[src/rtl/mem_arbiter_pkg.sv]
// Shared CPU definitions: ALU/opcode encodings plus the memory arbiter state and owner encodings.
// The arbiter policy macro MEM_ARB_RR_EN is consumed by mem_arb_pick and mem_arbiter.
package mem_arbiter_pkg;

  localparam int unsigned OPCODE_W = 7;
  localparam int unsigned ALU_OP_W = 4;

  typedef enum logic [ALU_OP_W-1:0] {
    ALU_ADD  = 4'h0,
    ALU_SUB  = 4'h1,
    ALU_AND  = 4'h2,
    ALU_OR   = 4'h3,
    ALU_XOR  = 4'h4,
    ALU_SLL  = 4'h5,
    ALU_SRL  = 4'h6,
    ALU_SRA  = 4'h7,
    ALU_SLT  = 4'h8,
    ALU_SLTU = 4'h9
  } alu_op_t;

  localparam logic [OPCODE_W-1:0] OPC_LOAD   = 7'b0000011;
  localparam logic [OPCODE_W-1:0] OPC_STORE  = 7'b0100011;
  localparam logic [OPCODE_W-1:0] OPC_OP     = 7'b0110011;
  localparam logic [OPCODE_W-1:0] OPC_OP_IMM = 7'b0010011;
  localparam logic [OPCODE_W-1:0] OPC_BRANCH = 7'b1100011;

  // Memory arbiter transaction phases.
  typedef enum logic [1:0] {
    ST_IDLE   = 2'd0,
    ST_ACCESS = 2'd1,
    ST_RESP   = 2'd2
  } arb_state_t;

  // Owner encoding shared by grant_host, last_grant and pick_host.
  localparam logic OWNER_CPU  = 1'b0;
  localparam logic OWNER_HOST = 1'b1;

endpackage

[src/rtl/mem_arbiter_pick.sv]
// Combinational winner selection between CPU and host requesters.
// MEM_ARB_RR_EN defined: round-robin on conflict; undefined: CPU has fixed priority.
module mem_arb_pick
  import mem_arbiter_pkg::*;
(
  input  logic cpu_req,
  input  logic host_req,
  input  logic last_grant,
  output logic pick_host
);

`ifdef MEM_ARB_RR_EN
  // On conflict the requester that did not win last time gets the grant.
  always_comb begin
    pick_host = 1'b0;
    if (cpu_req && host_req) begin
      pick_host = (last_grant == OWNER_CPU);
    end else begin
      pick_host = host_req;
    end
  end
`else
  logic unused_last_grant;
  assign unused_last_grant = last_grant;

  always_comb begin
    pick_host = host_req && !cpu_req;
  end
`endif

endmodule

[src/rtl/mem_arbiter.sv]
// Two-requester (CPU, host) arbiter in front of a single-port synchronous RAM.
// Conflict policy: MEM_ARB_RR_EN defined -> round-robin, undefined -> CPU fixed priority.
module mem_arbiter
  import mem_arbiter_pkg::*;
#(
  parameter int unsigned DATA_W = 32,
  parameter int unsigned ADDR_W = 32
) (
  input  logic              clk,
  input  logic              rst,
  input  logic              clk_en,
  input  logic              cpu_req,
  input  logic              cpu_we,
  input  logic [ADDR_W-1:0] cpu_addr,
  input  logic [DATA_W-1:0] cpu_wdata,
  input  logic              host_req,
  input  logic              host_we,
  input  logic [ADDR_W-1:0] host_addr,
  input  logic [DATA_W-1:0] host_wdata,
  output logic              cpu_ack,
  output logic              host_ack,
  output logic [DATA_W-1:0] cpu_rdata,
  output logic [DATA_W-1:0] host_rdata,
  output logic              mem_en,
  output logic              mem_we,
  output logic [ADDR_W-3:0] mem_addr,
  output logic [DATA_W-1:0] mem_wdata,
  input  logic [DATA_W-1:0] mem_rdata,
  output logic              grant_host,
  output logic              busy
);

  localparam int unsigned WORD_W = ADDR_W - 2;

  arb_state_t        state;
  arb_state_t        state_nxt;
  logic              pick_host;
  logic              last_grant;
  logic              grant_host_nxt;
  logic              busy_nxt;
  logic              mem_en_nxt;
  logic              mem_we_nxt;
  logic [WORD_W-1:0] mem_addr_nxt;
  logic [DATA_W-1:0] mem_wdata_nxt;
  logic              cpu_ack_nxt;
  logic              host_ack_nxt;
  logic [DATA_W-1:0] cpu_rdata_nxt;
  logic [DATA_W-1:0] host_rdata_nxt;

  // Byte-lane bits carry no meaning for word-wide accesses.
  logic [3:0] unused_addr_bits;
  assign unused_addr_bits = {cpu_addr[1:0], host_addr[1:0]};

  mem_arb_pick u_pick (
    .cpu_req    (cpu_req),
    .host_req   (host_req),
    .last_grant (last_grant),
    .pick_host  (pick_host)
  );

`ifdef MEM_ARB_RR_EN
  logic last_grant_nxt;

  always_ff @(posedge clk) begin
    if (rst) begin
      last_grant <= OWNER_HOST;
    end else if (clk_en) begin
      last_grant <= last_grant_nxt;
    end
  end
`else
  assign last_grant = OWNER_CPU;
`endif

  // State and registered outputs; mem_addr/mem_wdata/grant_host double as the latched request.
  always_ff @(posedge clk) begin
    if (rst) begin
      state      <= ST_IDLE;
      grant_host <= OWNER_CPU;
      busy       <= 1'b0;
      mem_en     <= 1'b0;
      mem_we     <= 1'b0;
      mem_addr   <= '0;
      mem_wdata  <= '0;
      cpu_ack    <= 1'b0;
      host_ack   <= 1'b0;
      cpu_rdata  <= '0;
      host_rdata <= '0;
    end else if (clk_en) begin
      state      <= state_nxt;
      grant_host <= grant_host_nxt;
      busy       <= busy_nxt;
      mem_en     <= mem_en_nxt;
      mem_we     <= mem_we_nxt;
      mem_addr   <= mem_addr_nxt;
      mem_wdata  <= mem_wdata_nxt;
      cpu_ack    <= cpu_ack_nxt;
      host_ack   <= host_ack_nxt;
      cpu_rdata  <= cpu_rdata_nxt;
      host_rdata <= host_rdata_nxt;
    end
  end

  // Next state and next registered outputs.
  always_comb begin
    state_nxt      = state;
    grant_host_nxt = grant_host;
    mem_en_nxt     = 1'b0;
    mem_we_nxt     = 1'b0;
    mem_addr_nxt   = mem_addr;
    mem_wdata_nxt  = mem_wdata;
    cpu_ack_nxt    = 1'b0;
    host_ack_nxt   = 1'b0;
    cpu_rdata_nxt  = cpu_rdata;
    host_rdata_nxt = host_rdata;
`ifdef MEM_ARB_RR_EN
    last_grant_nxt = last_grant;
`endif

    case (state)
      ST_IDLE: begin
        if (cpu_req || host_req) begin
          state_nxt      = ST_ACCESS;
          grant_host_nxt = pick_host;
          mem_en_nxt     = 1'b1;
`ifdef MEM_ARB_RR_EN
          last_grant_nxt = pick_host;
`endif
          if (pick_host) begin
            mem_we_nxt    = host_we;
            mem_addr_nxt  = WORD_W'(host_addr[ADDR_W-1:2]);
            mem_wdata_nxt = host_wdata;
          end else begin
            mem_we_nxt    = cpu_we;
            mem_addr_nxt  = WORD_W'(cpu_addr[ADDR_W-1:2]);
            mem_wdata_nxt = cpu_wdata;
          end
        end
      end
      ST_ACCESS: begin
        // RAM data for this access is captured on the edge leaving ACCESS.
        state_nxt = ST_RESP;
        if (grant_host) begin
          host_ack_nxt   = 1'b1;
          host_rdata_nxt = mem_rdata;
        end else begin
          cpu_ack_nxt   = 1'b1;
          cpu_rdata_nxt = mem_rdata;
        end
      end
      ST_RESP: begin
        state_nxt = ST_IDLE;
      end
      default: begin
        state_nxt = ST_IDLE;
      end
    endcase

    busy_nxt = (state_nxt != ST_IDLE);
  end

endmodule

[config.mk]
export PLATFORM = sky130hd
export DESIGN_NAME = mem_arbiter
export DESIGN_NICKNAME = d
export VERILOG_FILES = /design/src/rtl/mem_arbiter_pkg.sv /design/src/rtl/mem_arbiter_pick.sv /design/src/rtl/mem_arbiter.sv
export SDC_FILE = /design/constraint.sdc
export NUM_CORES = 1
export LEC_CHECK = 0
export ABC_AREA = 1
export BUFFER_PORTS_ARGS = -buffer_cell sky130_fd_sc_hd__buf_2
export CAP_MARGIN = 20
export CORE_AREA = 2 2 116 118
export DETAILED_ROUTE_END_ITERATION = 12
export DIE_AREA = 0 0 118 120
export PLACE_DENSITY = 0.89
export SLEW_MARGIN = 5
export SYNTH_ARGS = -nofsm -noshare
export SYNTH_HDL_FRONTEND = slang
export SYNTH_HIERARCHICAL = 1
export SYNTH_SLANG_ARGS = --single-unit
[constraint.sdc]
create_clock -name clk -period 2.34 [get_ports clk]
set_clock_uncertainty 0.2 [all_clocks]
set_input_delay 0.351 -clock clk [delete_from_list [all_inputs] [get_ports clk]]
set_output_delay 0.351 -clock clk [all_outputs]
set_load 0.02 [all_outputs]
; ---- After elaboration in Yosys (flattened, before gate mapping)
; Index checks and enable logic that the tools add are counted.
[classes]
n_mul = 0
div = 0
eq_ne = 1
mux = 13
reduce_logical = 8
add_sub_neg = 0
order_cmp = 0
bitwise_logic = 1
n_shift = 0
[ops]
columns = operator, count
row1 = 32-bit 2-to-1 mux, 1
row2 = 30-bit 2-to-1 mux, 1
row3 = 1-bit 2-to-1 mux, 9
row4 = 3-bit AND reduction, 3
row5 = 2-bit one-hot mux with 2 select lines, 1
row6 = 2-bit by 1-bit == test with 1-bit output (second input constant), 1
row7 = 2-bit logical NOT, 1
row8 = 2-bit 2-to-1 mux, 1
row9 = 2-bit nonzero test, 1
row10 = 1-bit logical AND, 1
row11 = 1-bit logical NOT, 1
row12 = 1-bit logical OR, 1
row13 = 1-bit inverter, 1
[word_totals]
ram_bits = 0
rom_bits = 0
inputBits = 167
latchBits = 0
wordCells = 34
memories = 0
out_inout_bits = 132
reg_bits = 134

; ---- Logic depth before layout (Yosys ltp)
; Gate-level depths: netlist (run 1).
[logic_depth]
word_depth = 5
ltp_mapped = 8
ltp_nobuf = 7

; ---- Hierarchy
; Netlist (run 1), hierarchy kept.
[by_module_without_submodules]
columns = module, seq_area_each_um2, n_inst, cells_per_inst, area_per_inst_um2
row1 = mem_arbiter, 2682.6, 1, 921, 5826.8
row2 = mem_arb_pick, 0.0, 1, 2, 10.0

; ---- Worst setup path after synthesis (run 1)
; Ideal clock, no wire load.
[synth_path]
path_type = reg2reg
from = reg grant_host
to = reg host_rdata[22]
slack_ps = 961
required_time_ps = 2024
stages_incl_launch_ff = 7
setup_time_ps = 116
arrival_ps = 1063
path_buffers = 1
period_less_slack_ps = 1379
path_cell_list = dfxtp_1 > nand2_1 > inv_1 > nand2_1 > clkbuf_1 > o21ai_0 > nor2_1
[synth_between]
elab_chain_len = 1
[synth_lines]
columns = item, line
row1 = start: declaration, mem_arbiter.sv:29  ; output logic grant_host,
row2 = start signal: assignment, mem_arbiter.sv:91  ; grant_host <= grant_host_nxt;
row3 = 3-bit AND reduction (no source line), --
row4 = end signal: assignment, mem_arbiter.sv:100  ; host_rdata <= host_rdata_nxt;
row5 = end: declaration, mem_arbiter.sv:23  ; output logic [DATA_W-1:0] host_rdata,
; Every way passes these cells.
; A chain may end at the register's enable or synchronous reset.

; ---- Final worst setup path (run 1)
[layout_path]
from = reg state[1]
to = reg mem_addr[12]
[layout_between]
elab_chain_len = 2
[layout_lines]
columns = item, line
row1 = start: declaration, mem_arbiter.sv:35  ; arb_state_t state;
row2 = start signal: assignment, mem_arbiter.sv:90  ; state <= state_nxt;
row3 = 2-bit logical NOT, mem_arbiter.sv:120  ; case (state)
row4 = 3-bit AND reduction (no source line), --
row5 = end signal: assignment, mem_arbiter.sv:95  ; mem_addr <= mem_addr_nxt;
row6 = end: declaration, mem_arbiter.sv:26  ; output logic [ADDR_W-3:0] mem_addr,
; Every way passes these cells.

==> tab_implementation.tex, run 1 <==
\begin{tabular}{lr}
\hline
Metric & Value \\
\hline
\multicolumn{2}{l}{\textbf{Floorplan}} \\
Starting Density & 44.9\% \\
Total die area & 14200 sq um \\
Core Rows & 42 \\
Core region area & between 10000 and 15000 sq um \\
Die outline height & 120 um \\
Number of I/O pins & 299 \\
Chip Width & 118 um \\
\multicolumn{2}{l}{\textbf{Synthesis}} \\
Mapped Cells & 922 \\
Net count after synthesis & 1089 \\
Count of warnings emitted by yosys & 6 \\
Post-Syn Area per Cell & 6.33 sq um \\
Area of the mapped netlist & 5830 sq um \\
\multicolumn{2}{l}{\textbf{Timing}} \\
Sum of negative setup slack & 0 ns \\
Post-layout minimum cycle time & between 1.5 and 2 ns \\
Max-slew headroom & 60.8\% \\
Pins over their slew limit & 0 \\
Setup repair after global routing missed its margin & no \\
Final setup violating endpoints & 0 \\
Total count of hold-check failures in the final report & 0 \\
Share of the clock period used by the worst path after layout & 71.8\% \\
Highest clock rate & 595 MHz \\
Slew at the pin closest to its max-slew limit & 0.587 ns \\
\multicolumn{2}{l}{\textbf{Clocking}} \\
Clock buffer count from CTS & 17 \\
Clock Latency Late Sink & roughly 0.4 ns \\
Post-cts sizing count & 0 \\
CTS tree & built \\
Clk slew on worst S/H paths & 0.06 ns \\
Clock root buffer & sky130\_fd\_sc\_hd\_\_clkbuf\_16 \\
Deepest clock path buffer count & 2 \\
CTS H-tree lvls & 4 \\
Total clock sinks & around 130 \\
Buffers inserted by post-CTS timing repair & 0 \\
\multicolumn{2}{l}{\textbf{Power}} \\
Worst vdd rail ir drop & around 0.54 mV \\
Share of total power in sequential cells & 40.8\% \\
Switching share of power & 27.4\% \\
Net switching power & 0.00168 W \\
Power Internal & around 0.0044 W \\
Clock Power Share & 41.3\% \\
Power per standard cell area & 746 nW/um\^{}2 \\
Comb pwr share & 17.8\% \\
Leakage & 4.62 nW \\
\multicolumn{2}{l}{\textbf{Detailed routing}} \\
Wire per inst & about 12 um \\
Antenna-violating nets left & 0 \\
Total via count after detailed routing & 6361 \\
Initial drt markers & 350 \\
Post-route DRC violation count & 0 \\
Post-detailed-route via-to-cell ratio & 4.53 \\
First-pass detailed-route iteration total & 5 \\
Wire length reported by the detailed router & 16800 um \\
\multicolumn{2}{l}{\textbf{Place}} \\
Dpl hpwl & around 11000 um \\
Count of input and output buffers & 294 \\
Global placement routability congestion & 0.789 \\
\multicolumn{2}{l}{\textbf{GRT}} \\
Overall Global Routing Usage & 23.9\% \\
Largest net degree at the start of global routing & about 130 \\
Number of global-route vias before repair & 5898 \\
Sum of overflow across all layers after global routing & 0 \\
Global-route wire length before repair & around 27000 um \\
Antenna violations before repair & 0 \\
\multicolumn{2}{l}{\textbf{Critical path}} \\
Max FO, Critical Path & 56 \\
Startpoint-to-endpoint class of the critical path & reg -> reg \\
Data required, critical path & 2.47 ns \\
Type of origin of the critical path & register \\
Crit path arrival time & approximately 1.8 ns \\
Type of element capturing the critical path & register \\
\multicolumn{2}{l}{\textbf{Cells and area}} \\
Count of nets after finishing & approximately 1.4k \\
Final core utilization & a little over three fifths \\
Filler cell count in the final layout & 1135 \\
P\&R area growth vs syn & 40.7\% \\
Fraction of layout instances using a drive strength above 1 & 27.7\% \\
\multicolumn{2}{l}{\textbf{Hold path}} \\
Min-Delay Path Class & in -> reg \\
\multicolumn{2}{l}{\textbf{Job}} \\
Max cap viols & 0 \\
\multicolumn{2}{l}{\textbf{Outcome}} \\
Outcome & complete, no violations \\
\hline
\end{tabular}
[flip-flops by register name, indices dropped and copies added (netlist names)]
signal,count
busy,1
cpu_ack,1
cpu_rdata,32
grant_host,1
host_ack,1
host_rdata,32
mem_addr,30
mem_en,1
mem_wdata,32
mem_we,1
state,2
[cell type report]
cell class,count,area (sq um),area share [%]
inverter,74,279,3.40
clock buffer,25,505,6.16
multi-input combinational,661,2600,31.7
sequential,134,2680,32.7
antenna,1,2.50,0.0305
timing repair buffer,328,1850,22.6
tap,176,220,2.68
clock inverter,6,67.6,0.823
[stage by stage]
step | power, W | hold slack (ns) | worst slack [ns] | area, sq um | std cells
finish | 0.00612 | 0.0199 | 0.660 | 8210 | 1405
global route | 0.00642 | 0.0177 | 0.493 | 8200 | 1404
CTS | 0.00617 | 0.00330 | 0.644 | 8200 | 1404
detailed placement | 0.00360 | 0.257 | 0.569 | 7380 | 1348
global placement | 0.00357 | 0.251 | 0.611 | 7380 | 1348
floorplan | 0.00321 | 0.257 | 0.961 | 5830 | 922
[path summary, 6_finish.rpt]
path	from	to	depth (start not counted)	slack, ns
hold reg to reg	mem_we	mem_we	2	0.27
hold / removal	mem_rdata[28]	host_rdata[28]	3	0.02
setup reg to reg	state[1]	mem_addr[12]	6	0.66
setup / recovery	state[1]	mem_addr[12]	6	0.66
[layer usage]
metal | wire [um] | GRT usage [%] | up-vias
li1 | - | - | 3326
met3 | 1380 | 8.89 | 34
met5 | 0 | 0 | -
met4 | 420 | 10.2 | 0
met1 | 6740 | 25.3 | 2744
met2 | 8240 | 42.6 | 257
[power groups by stage]
stage          Sequential (W)  Combinational, W  Clock, W
3_5_place_dp          0.00255           0.00105         0
6_report              0.00250           0.00109   0.00253
3_3_place_gp          0.00254           0.00103         0
5_1_grt               0.00252           0.00123   0.00268
2_1_floorplan         0.00273          0.000485         0
4_1_cts               0.00250           0.00109   0.00258
[cell usage in the layout, fill, tap and decap left out, types with 7 or more instances in the layout]
cell type,n
sky130_fd_sc_hd__inv_1,69
sky130_fd_sc_hd__dfxtp_1,134
sky130_fd_sc_hd__nand2_1,327
sky130_fd_sc_hd__nor2_1,258
sky130_fd_sc_hd__dlygate4sd3_1,25
sky130_fd_sc_hd__clkbuf_16,17
sky130_fd_sc_hd__buf_2,294
sky130_fd_sc_hd__o21ai_1,16
sky130_fd_sc_hd__o21ai_0,48
sky130_fd_sc_hd__a21oi_1,7
[what timing repair did]
item	CTS	global route
setup endpoints to repair	0	0
endpoints found under the hold margin	34	0
hold buffers	25	0
[worst max-delay path: stages (launching register included)]
cell and delay, ns:
sky130_fd_sc_hd__dfxtp_1 0.33, sky130_fd_sc_hd__nor2_1 0.22, sky130_fd_sc_hd__nand3_4 0.29, sky130_fd_sc_hd__buf_12 0.29, sky130_fd_sc_hd__nand2_1 0.08, sky130_fd_sc_hd__nand2_1 0.04, sky130_fd_sc_hd__nor2_1 0.13
Note: power is estimated with default switching activity, not from simulation.
==> run 2: changes to the inputs <==
--- a/config.mk
+++ b/config.mk
@@ -5,13 +5,12 @@
 export SDC_FILE = /design/constraint.sdc
 export NUM_CORES = 1
 export LEC_CHECK = 0
-export ABC_AREA = 1
+export ABC_AREA = 0
 export BUFFER_PORTS_ARGS = -buffer_cell sky130_fd_sc_hd__buf_2
 export CAP_MARGIN = 20
-export CORE_AREA = 2 2 116 118
+export CORE_UTILIZATION = 41
 export DETAILED_ROUTE_END_ITERATION = 12
-export DIE_AREA = 0 0 118 120
-export PLACE_DENSITY = 0.89
+export PLACE_DENSITY = 0.86
 export SLEW_MARGIN = 5
 export SYNTH_ARGS = -nofsm -noshare
 export SYNTH_HDL_FRONTEND = slang
==> constraint.sdc (replaced) <==
create_clock -name clk -period 1.5 [get_ports clk]
set_clock_uncertainty 0.2 [all_clocks]
set_input_delay 0.225 -clock clk [delete_from_list [all_inputs] [get_ports clk]]
set_output_delay 0.225 -clock clk [all_outputs]
set_load 0.02 [all_outputs]
==> tab_implementation.tex, run 2 <==
\begin{tabular}{lr}
\hline
Metric & Value \\
\hline
\multicolumn{2}{l}{\textbf{Timing}} \\
Slew at the pin closest to its max-slew limit & 0.362 ns \\
Share of the clock period used by the worst path after layout & 105\% \\
Worst hold margin & -0.00310 ns \\
Post-layout minimum cycle time & 1.57 ns \\
Max-slew headroom & 75.2\% \\
Final WS setup & -0.0722 ns \\
Total count of hold-check failures in the final report & 1 \\
Setup repair after global routing missed its margin & yes \\
Highest clock rate & $\sim$640 MHz \\
Final setup violating endpoints & 48 \\
Pins over their slew limit & 0 \\
\multicolumn{2}{l}{\textbf{Synthesis}} \\
Area of the mapped netlist & approximately 5700 sq um \\
Post-Syn Area per Cell & between 9 and 10 sq um \\
Count of warnings emitted by yosys & 6 \\
Net count after synthesis & 766 \\
Mapped Cells & 599 \\
\multicolumn{2}{l}{\textbf{Floorplan}} \\
Total die area & 14300 sq um \\
Starting Density & 42.4\% \\
Die outline height & 120 um \\
Core Rows & 42 \\
Core region area & around 13000 sq um \\
Chip Width & 120 um \\
Number of I/O pins & 299 \\
\multicolumn{2}{l}{\textbf{Place}} \\
Global placement routability congestion & between 0.7 and 0.8 \\
Dpl hpwl & about 12000 um \\
Count of input and output buffers & 294 \\
Number of cells after detailed placement & approximately 1.0k \\
\multicolumn{2}{l}{\textbf{GRT}} \\
Largest net degree at the start of global routing & 67 \\
Sum of overflow across all layers after global routing & 0 \\
Overall Global Routing Usage & 31.0\% \\
Number of global-route vias before repair & 6486 \\
Antenna violations before repair & 1 \\
Global-route wire length before repair & 34300 um \\
\multicolumn{2}{l}{\textbf{Outcome}} \\
Violated checks & negative hold slack, negative setup slack \\
Outcome & complete, but fails checks \\
\multicolumn{2}{l}{\textbf{Cells and area}} \\
Most common cell after layout, fill and taps aside & sky130\_fd\_sc\_hd\_\_buf\_2 \\
P\&R area growth vs syn & 66.8\% \\
Count of nets after finishing & 1169 \\
Number of non-filler instances in the completed layout & $\sim$1.2k \\
Fraction of layout instances using a drive strength above 1 & between 40\% and 50\% \\
Regs by FF count & cpu\_rdata (32), host\_rdata (32), mem\_wdata (32) \\
Final core utilization & 70.7\% \\
Top library cells by usage in the layout, fill and taps aside & 293 x sky130\_fd\_sc\_hd\_\_buf\_2, 131 x sky130\_fd\_sc\_hd\_\_dfxtp\_1, 116 x sky130\_fd\_sc\_hd\_\_dlygate4sd3\_1, 115 x sky130\_fd\_sc\_hd\_\_nand2\_1, 111 x sky130\_fd\_sc\_hd\_\_a21oi\_1 \\
\multicolumn{2}{l}{\textbf{Clocking}} \\
CTS H-tree lvls & 4 \\
Clk slew on worst S/H paths & $\sim$0.060 ns \\
Deepest clock path buffer count & 2 \\
Total clock sinks & 134 \\
Clock buffer count from CTS & 17 \\
Clock Latency Late Sink & 0.41 ns \\
Clock root buffer & sky130\_fd\_sc\_hd\_\_clkbuf\_16 \\
CTS tree & built \\
\multicolumn{2}{l}{\textbf{Hold path}} \\
Min-Delay Path Class & in -> reg \\
\multicolumn{2}{l}{\textbf{Critical path}} \\
Type of element capturing the critical path & register \\
Cell with the largest stage delay on the worst path & sky130\_fd\_sc\_hd\_\_dfxtp\_4 \\
Data required, critical path & 1.63 ns \\
Startpoint-to-endpoint class of the critical path & reg -> reg \\
Crit path arrival time & approximately 1.7 ns \\
Longest individual stage delay on the worst path & between 0.3 and 0.4 ns \\
CP top delay family & simple AND/OR/NAND/NOR gates \\
Crit path cell chain & nor4bb\_4 > buf\_6 > buf\_12 > nand2\_1 > a21oi\_1 \\
Worst path buffer plus inverter count & 2 \\
Type of origin of the critical path & register \\
Max FO, Critical Path & 8 \\
\multicolumn{2}{l}{\textbf{Power}} \\
Worst vdd rail ir drop & 0.848 mV \\
Net switching power & 0.00283 W \\
Clock Power Share & 39.9\% \\
Leakage & 4.16 nW \\
Share of total power in sequential cells & roughly two fifths \\
Switching share of power & 28.4\% \\
Comb pwr share & 21.2\% \\
Power per standard cell area & 1050 nW/um\^{}2 \\
Power Internal & 0.00715 W \\
\multicolumn{2}{l}{\textbf{Detailed routing}} \\
Wire length reported by the detailed router & 24100 um \\
Total via count after detailed routing & 6569 \\
Wire per inst & 20.3 um \\
Post-route DRC violation count & 0 \\
Post-detailed-route via-to-cell ratio & roughly 5.5 \\
Initial drt markers & 649 \\
First-pass detailed-route iteration total & 5 \\
Antenna-violating nets left & 0 \\
\multicolumn{2}{l}{\textbf{Job}} \\
Max cap viols & 0 \\
\hline
\end{tabular}
[run 2: worst paths after layout]
| check | from | to | slack [ns] | cells after the start |
|---|---|---|---|---|
| setup / recovery | state[0] | cpu_rdata[9] | -0.07 | 5 |
| hold / removal | host_addr[9] | mem_addr[7] | -0.003 | 3 |
| setup reg to reg | state[0] | cpu_rdata[9] | -0.07 | 5 |
| hold reg to reg | cpu_rdata[28] | cpu_rdata[28] | 0.25 | 2 |
[run 2: what timing repair did]
| item | in CTS | in global routing |
|---|---|---|
| endpoints found under the setup margin | 70 | 86 |
| endpoints found under the hold margin | 111 | 1 |
| resized for setup | 6 | 46 |
| setup buffers | 0 | 1 |
| gates cloned | 1 | 4 |
| hold buffers | 114 | 2 |
| pin swaps | 5 | 18 |
[run 2: cell type report]
class                      count  area (sq um)
antenna                        1          2.50
timing repair buffer         443          3120
fill                         884          3930
sequential                   134          2690
clock buffer                  20           447
multi-input combinational    406          2890
clock inverter                10           108
tap                          176           220
[run 2: power groups by stage]
stage               clock [W]  combinational [W]  sequential, W
floorplan                   0           0.000759        0.00418
global placement            0            0.00161        0.00393
CTS                   0.00399            0.00191        0.00387
detailed placement          0            0.00165        0.00394
finish                0.00398            0.00212        0.00389
global route          0.00421            0.00222        0.00390
[run 2: per-stage QoR]
| step | hold slack, ns | worst slack, ns | instance area, sq um | total power (W) | TNS (ns) |
|---|---|---|---|---|---|
| finish | -0.00310 | -0.0722 | 9480 | 0.00999 | -1.15 |
| global route | -0.00244 | -0.0970 | 9480 | 0.0103 | -4.37 |
| CTS | 0.000109 | -0.0225 | 9190 | 0.00977 | -0.352 |
| detailed placement | 0.244 | -0.144 | 7450 | 0.00559 | -2.40 |
| global placement | 0.238 | -0.116 | 7450 | 0.00554 | -0.994 |
| floorplan | 0.161 | -0.0661 | 5680 | 0.00494 | -1.93 |
[run 2: worst reg2reg max path, cell delays in order, from the launching register on]
cell and delay [ns]:
sky130_fd_sc_hd__dfxtp_4 0.38, sky130_fd_sc_hd__nor4bb_4 0.30, sky130_fd_sc_hd__buf_6 0.18, sky130_fd_sc_hd__buf_12 0.16, sky130_fd_sc_hd__nand2_1 0.11, sky130_fd_sc_hd__a21oi_1 0.17
[run 2: metal layers]
metal	vias to the layer above	share of wire [%]	track usage, %	routed length, um
li1	2914	-	-	-
met1	3044	34	31.6	8260
met2	477	51	54.2	12200
met3	134	8.8	9.60	2120
met4	0	6.3	21.3	1530
met5	-	0	0	0
==> run 3: changes to the inputs <==
--- a/config.mk
+++ b/config.mk
@@ -8,7 +8,9 @@
 export ABC_AREA = 0
 export BUFFER_PORTS_ARGS = -buffer_cell sky130_fd_sc_hd__buf_2
 export CAP_MARGIN = 20
-export CORE_UTILIZATION = 41
+export CELL_PAD_IN_SITES_DETAIL_PLACEMENT = 0
+export CELL_PAD_IN_SITES_GLOBAL_PLACEMENT = 2
+export CORE_UTILIZATION = 23
 export DETAILED_ROUTE_END_ITERATION = 12
 export PLACE_DENSITY = 0.86
 export SLEW_MARGIN = 5
==> tab_implementation.tex, run 3 (synthesis gave the netlist of run 2 again) <==
\begin{tabular}{lr}
\hline
Metric & Value \\
\hline
\multicolumn{2}{l}{\textbf{Critical path}} \\
Max FO, Critical Path & 28 \\
Origin of the critical flop-to-flop path & state[0] \\
Type of origin of the critical path & register \\
Data required, critical path & 1.59 ns \\
Last element of the critical path & mem\_addr[27] \\
Worst-case register-to-register setup slack & -0.01 ns \\
Crit path arrival time & $\sim$1.6 ns \\
Type of element capturing the critical path & register \\
Path depth of the worst reg2reg path & 4 \\
First element of the critical path & state[0] \\
Startpoint-to-endpoint class of the critical path & reg -> reg \\
Endpoint of the most critical register-to-register path & mem\_addr[27] \\
\multicolumn{2}{l}{\textbf{Timing}} \\
Final setup violating endpoints & 15 \\
Sum of negative setup slack & -0.0972 ns \\
Highest clock rate & between 600 and 700 MHz \\
Total count of hold-check failures in the final report & 1 \\
Post-layout minimum cycle time & about 1.5 ns \\
Max-slew headroom & 77.0\% \\
Share of the clock period used by the worst path after layout & 101\% \\
Pins over their slew limit & 0 \\
Final WS setup & -0.0125 ns \\
Worst hold margin & -0.0194 ns \\
Setup repair after global routing missed its margin & yes \\
Slew at the pin closest to its max-slew limit & between 0.3 and 0.4 ns \\
\multicolumn{2}{l}{\textbf{GRT}} \\
Overall Global Routing Usage & 15.8\% \\
Antenna violations before repair & 0 \\
Largest net degree at the start of global routing & 65 \\
Sum of overflow across all layers after global routing & 0 \\
Number of global-route vias before repair & 5968 \\
Global-route wire length before repair & 31800 um \\
\multicolumn{2}{l}{\textbf{Floorplan}} \\
Total die area & between 20000 and 30000 sq um \\
Starting Density & a little under a quarter \\
Core region area & around 24000 sq um \\
Die outline height & $\sim$160 um \\
Chip Width & between 150 and 200 um \\
Number of I/O pins & 299 \\
Core Rows & 57 \\
\multicolumn{2}{l}{\textbf{Place}} \\
Global placement routability congestion & 0.755 \\
Place WS & -0.168 ns \\
Dpl hpwl & roughly 13000 um \\
Count of input and output buffers & roughly 290 \\
\multicolumn{2}{l}{\textbf{Detailed routing}} \\
Top Layer Used & met4 \\
Initial drt markers & about 210 \\
Total via count after detailed routing & 5924 \\
First-pass detailed-route iteration total & 4 \\
Post-route DRC violation count & 0 \\
DR WL met3 & approximately 1500 um \\
Post-detailed-route via-to-cell ratio & 4.39 \\
Antenna-violating nets left & 0 \\
Wire length reported by the detailed router & 20700 um \\
Wl on met1 & 8430 um \\
Wire per inst & 15.3 um \\
Metal2 WL & about 10000 um \\
\multicolumn{2}{l}{\textbf{Cells and area}} \\
Top library cells by usage in the layout, fill and taps aside & 292 x sky130\_fd\_sc\_hd\_\_buf\_2, 131 x sky130\_fd\_sc\_hd\_\_a21oi\_1, 131 x sky130\_fd\_sc\_hd\_\_dfxtp\_1, 129 x sky130\_fd\_sc\_hd\_\_nand2\_1, 125 x sky130\_fd\_sc\_hd\_\_dlygate4sd3\_1 \\
Regs by FF count & cpu\_rdata (32), host\_rdata (32), mem\_wdata (32) \\
Fraction of layout instances using a drive strength above 1 & 42.2\% \\
Most common cell after layout, fill and taps aside & sky130\_fd\_sc\_hd\_\_buf\_2 \\
P\&R area growth vs syn & 69.1\% \\
Number of antenna diodes & 0 \\
Filler cell count in the final layout & 2426 \\
Count of nets after finishing & 1180 \\
\multicolumn{2}{l}{\textbf{Clocking}} \\
Clock Latency Late Sink & 0.41 ns \\
CTS tree & built \\
CTS H-tree lvls & 4 \\
Clock root buffer & sky130\_fd\_sc\_hd\_\_clkbuf\_16 \\
Total clock sinks & approximately 130 \\
Clk slew on worst S/H paths & 0.06 ns \\
Clock buffer count from CTS & 17 \\
Deepest clock path buffer count & 2 \\
\multicolumn{2}{l}{\textbf{Hold path}} \\
Min-Delay Path Class & in -> reg \\
\multicolumn{2}{l}{\textbf{Outcome}} \\
Violated checks & negative hold slack, negative setup slack \\
Outcome & complete, but fails checks \\
\multicolumn{2}{l}{\textbf{Power}} \\
Total Power & between 0.009 and 0.01 W \\
Leakage & 4.13 nW \\
Power per standard cell area & $\sim$1000 nW/um\^{}2 \\
Worst vdd rail ir drop & 0.656 mV \\
\multicolumn{2}{l}{\textbf{Job}} \\
Max cap viols & 0 \\
\hline
\end{tabular}
## run 3: power by group
part | leakage (nW) | internal, W | switching [W]
registers | 1.10 | 0.00376 | 0.0000995
clock network | 0.281 | 0.00234 | 0.00170
logic | 2.75 | 0.000931 | 0.00104
## run 3: how the worst min path moves through the flow
stage,to,start,depth (start not counted)
6_report,mem_wdata[3],cpu_wdata[3],3
3_5_place_dp,host_rdata[29],host_rdata[29],2
3_3_place_gp,cpu_rdata[12],cpu_rdata[12],2
4_1_cts,mem_wdata[30],cpu_wdata[30],3
2_1_floorplan,cpu_rdata[10],mem_rdata[10],2
5_1_grt,mem_wdata[27],host_wdata[27],3
## run 3: timing repair
action	4_1_cts	5_1_grt
endpoints found under the hold margin	118	1
setup endpoints to repair	97	88
pin swaps	1	16
hold buffers	124	1
gates cloned	0	1
buffers inserted	1	1
resized for setup	5	6
## run 3: through the flow
stage / hold slack [ns] / instance area (sq um) / instances / util (%)
3_3_place_gp: 0.238 / 7710 / 1190 / 31.8
2_1_floorplan: 0.161 / 5680 / 599 / -
6_report: -0.0194 / 9600 / 1350 / 39.6
5_1_grt: 0.00304 / 9600 / 1350 / 39.6
4_1_cts: 0.00113 / 9540 / 1347 / 39.3
3_5_place_dp: 0.243 / 7710 / 1190 / 31.8
## run 3: cell type report
| cell class | count | area [sq um] | area share (%) |
|---|---|---|---|
| Sequential cell | 134 | 2690 | 28.0 |
| Tap cell | 324 | 405 | 4.22 |
| Multi-Input combinational cell | 406 | 2750 | 28.6 |
| Clock inverter | 14 | 128 | 1.33 |
| Timing Repair Buffer | 454 | 3190 | 33.3 |
| Clock buffer | 18 | 439 | 4.57 |
## run 3: metal layers
metal,up-vias,global-route usage (%)
met1,2753,17.4
met2,213,28.3
met3,27,5.39
li1,2931,-
met5,-,0
met4,0,5.07
## run 3: critical path, cell delays in order, from the launching register on
cell	delay [ns]
sky130_fd_sc_hd__dfxtp_4	0.37
sky130_fd_sc_hd__o21ba_4	0.28
sky130_fd_sc_hd__and2_4	0.20
sky130_fd_sc_hd__buf_12	0.22
sky130_fd_sc_hd__a211oi_2	0.10
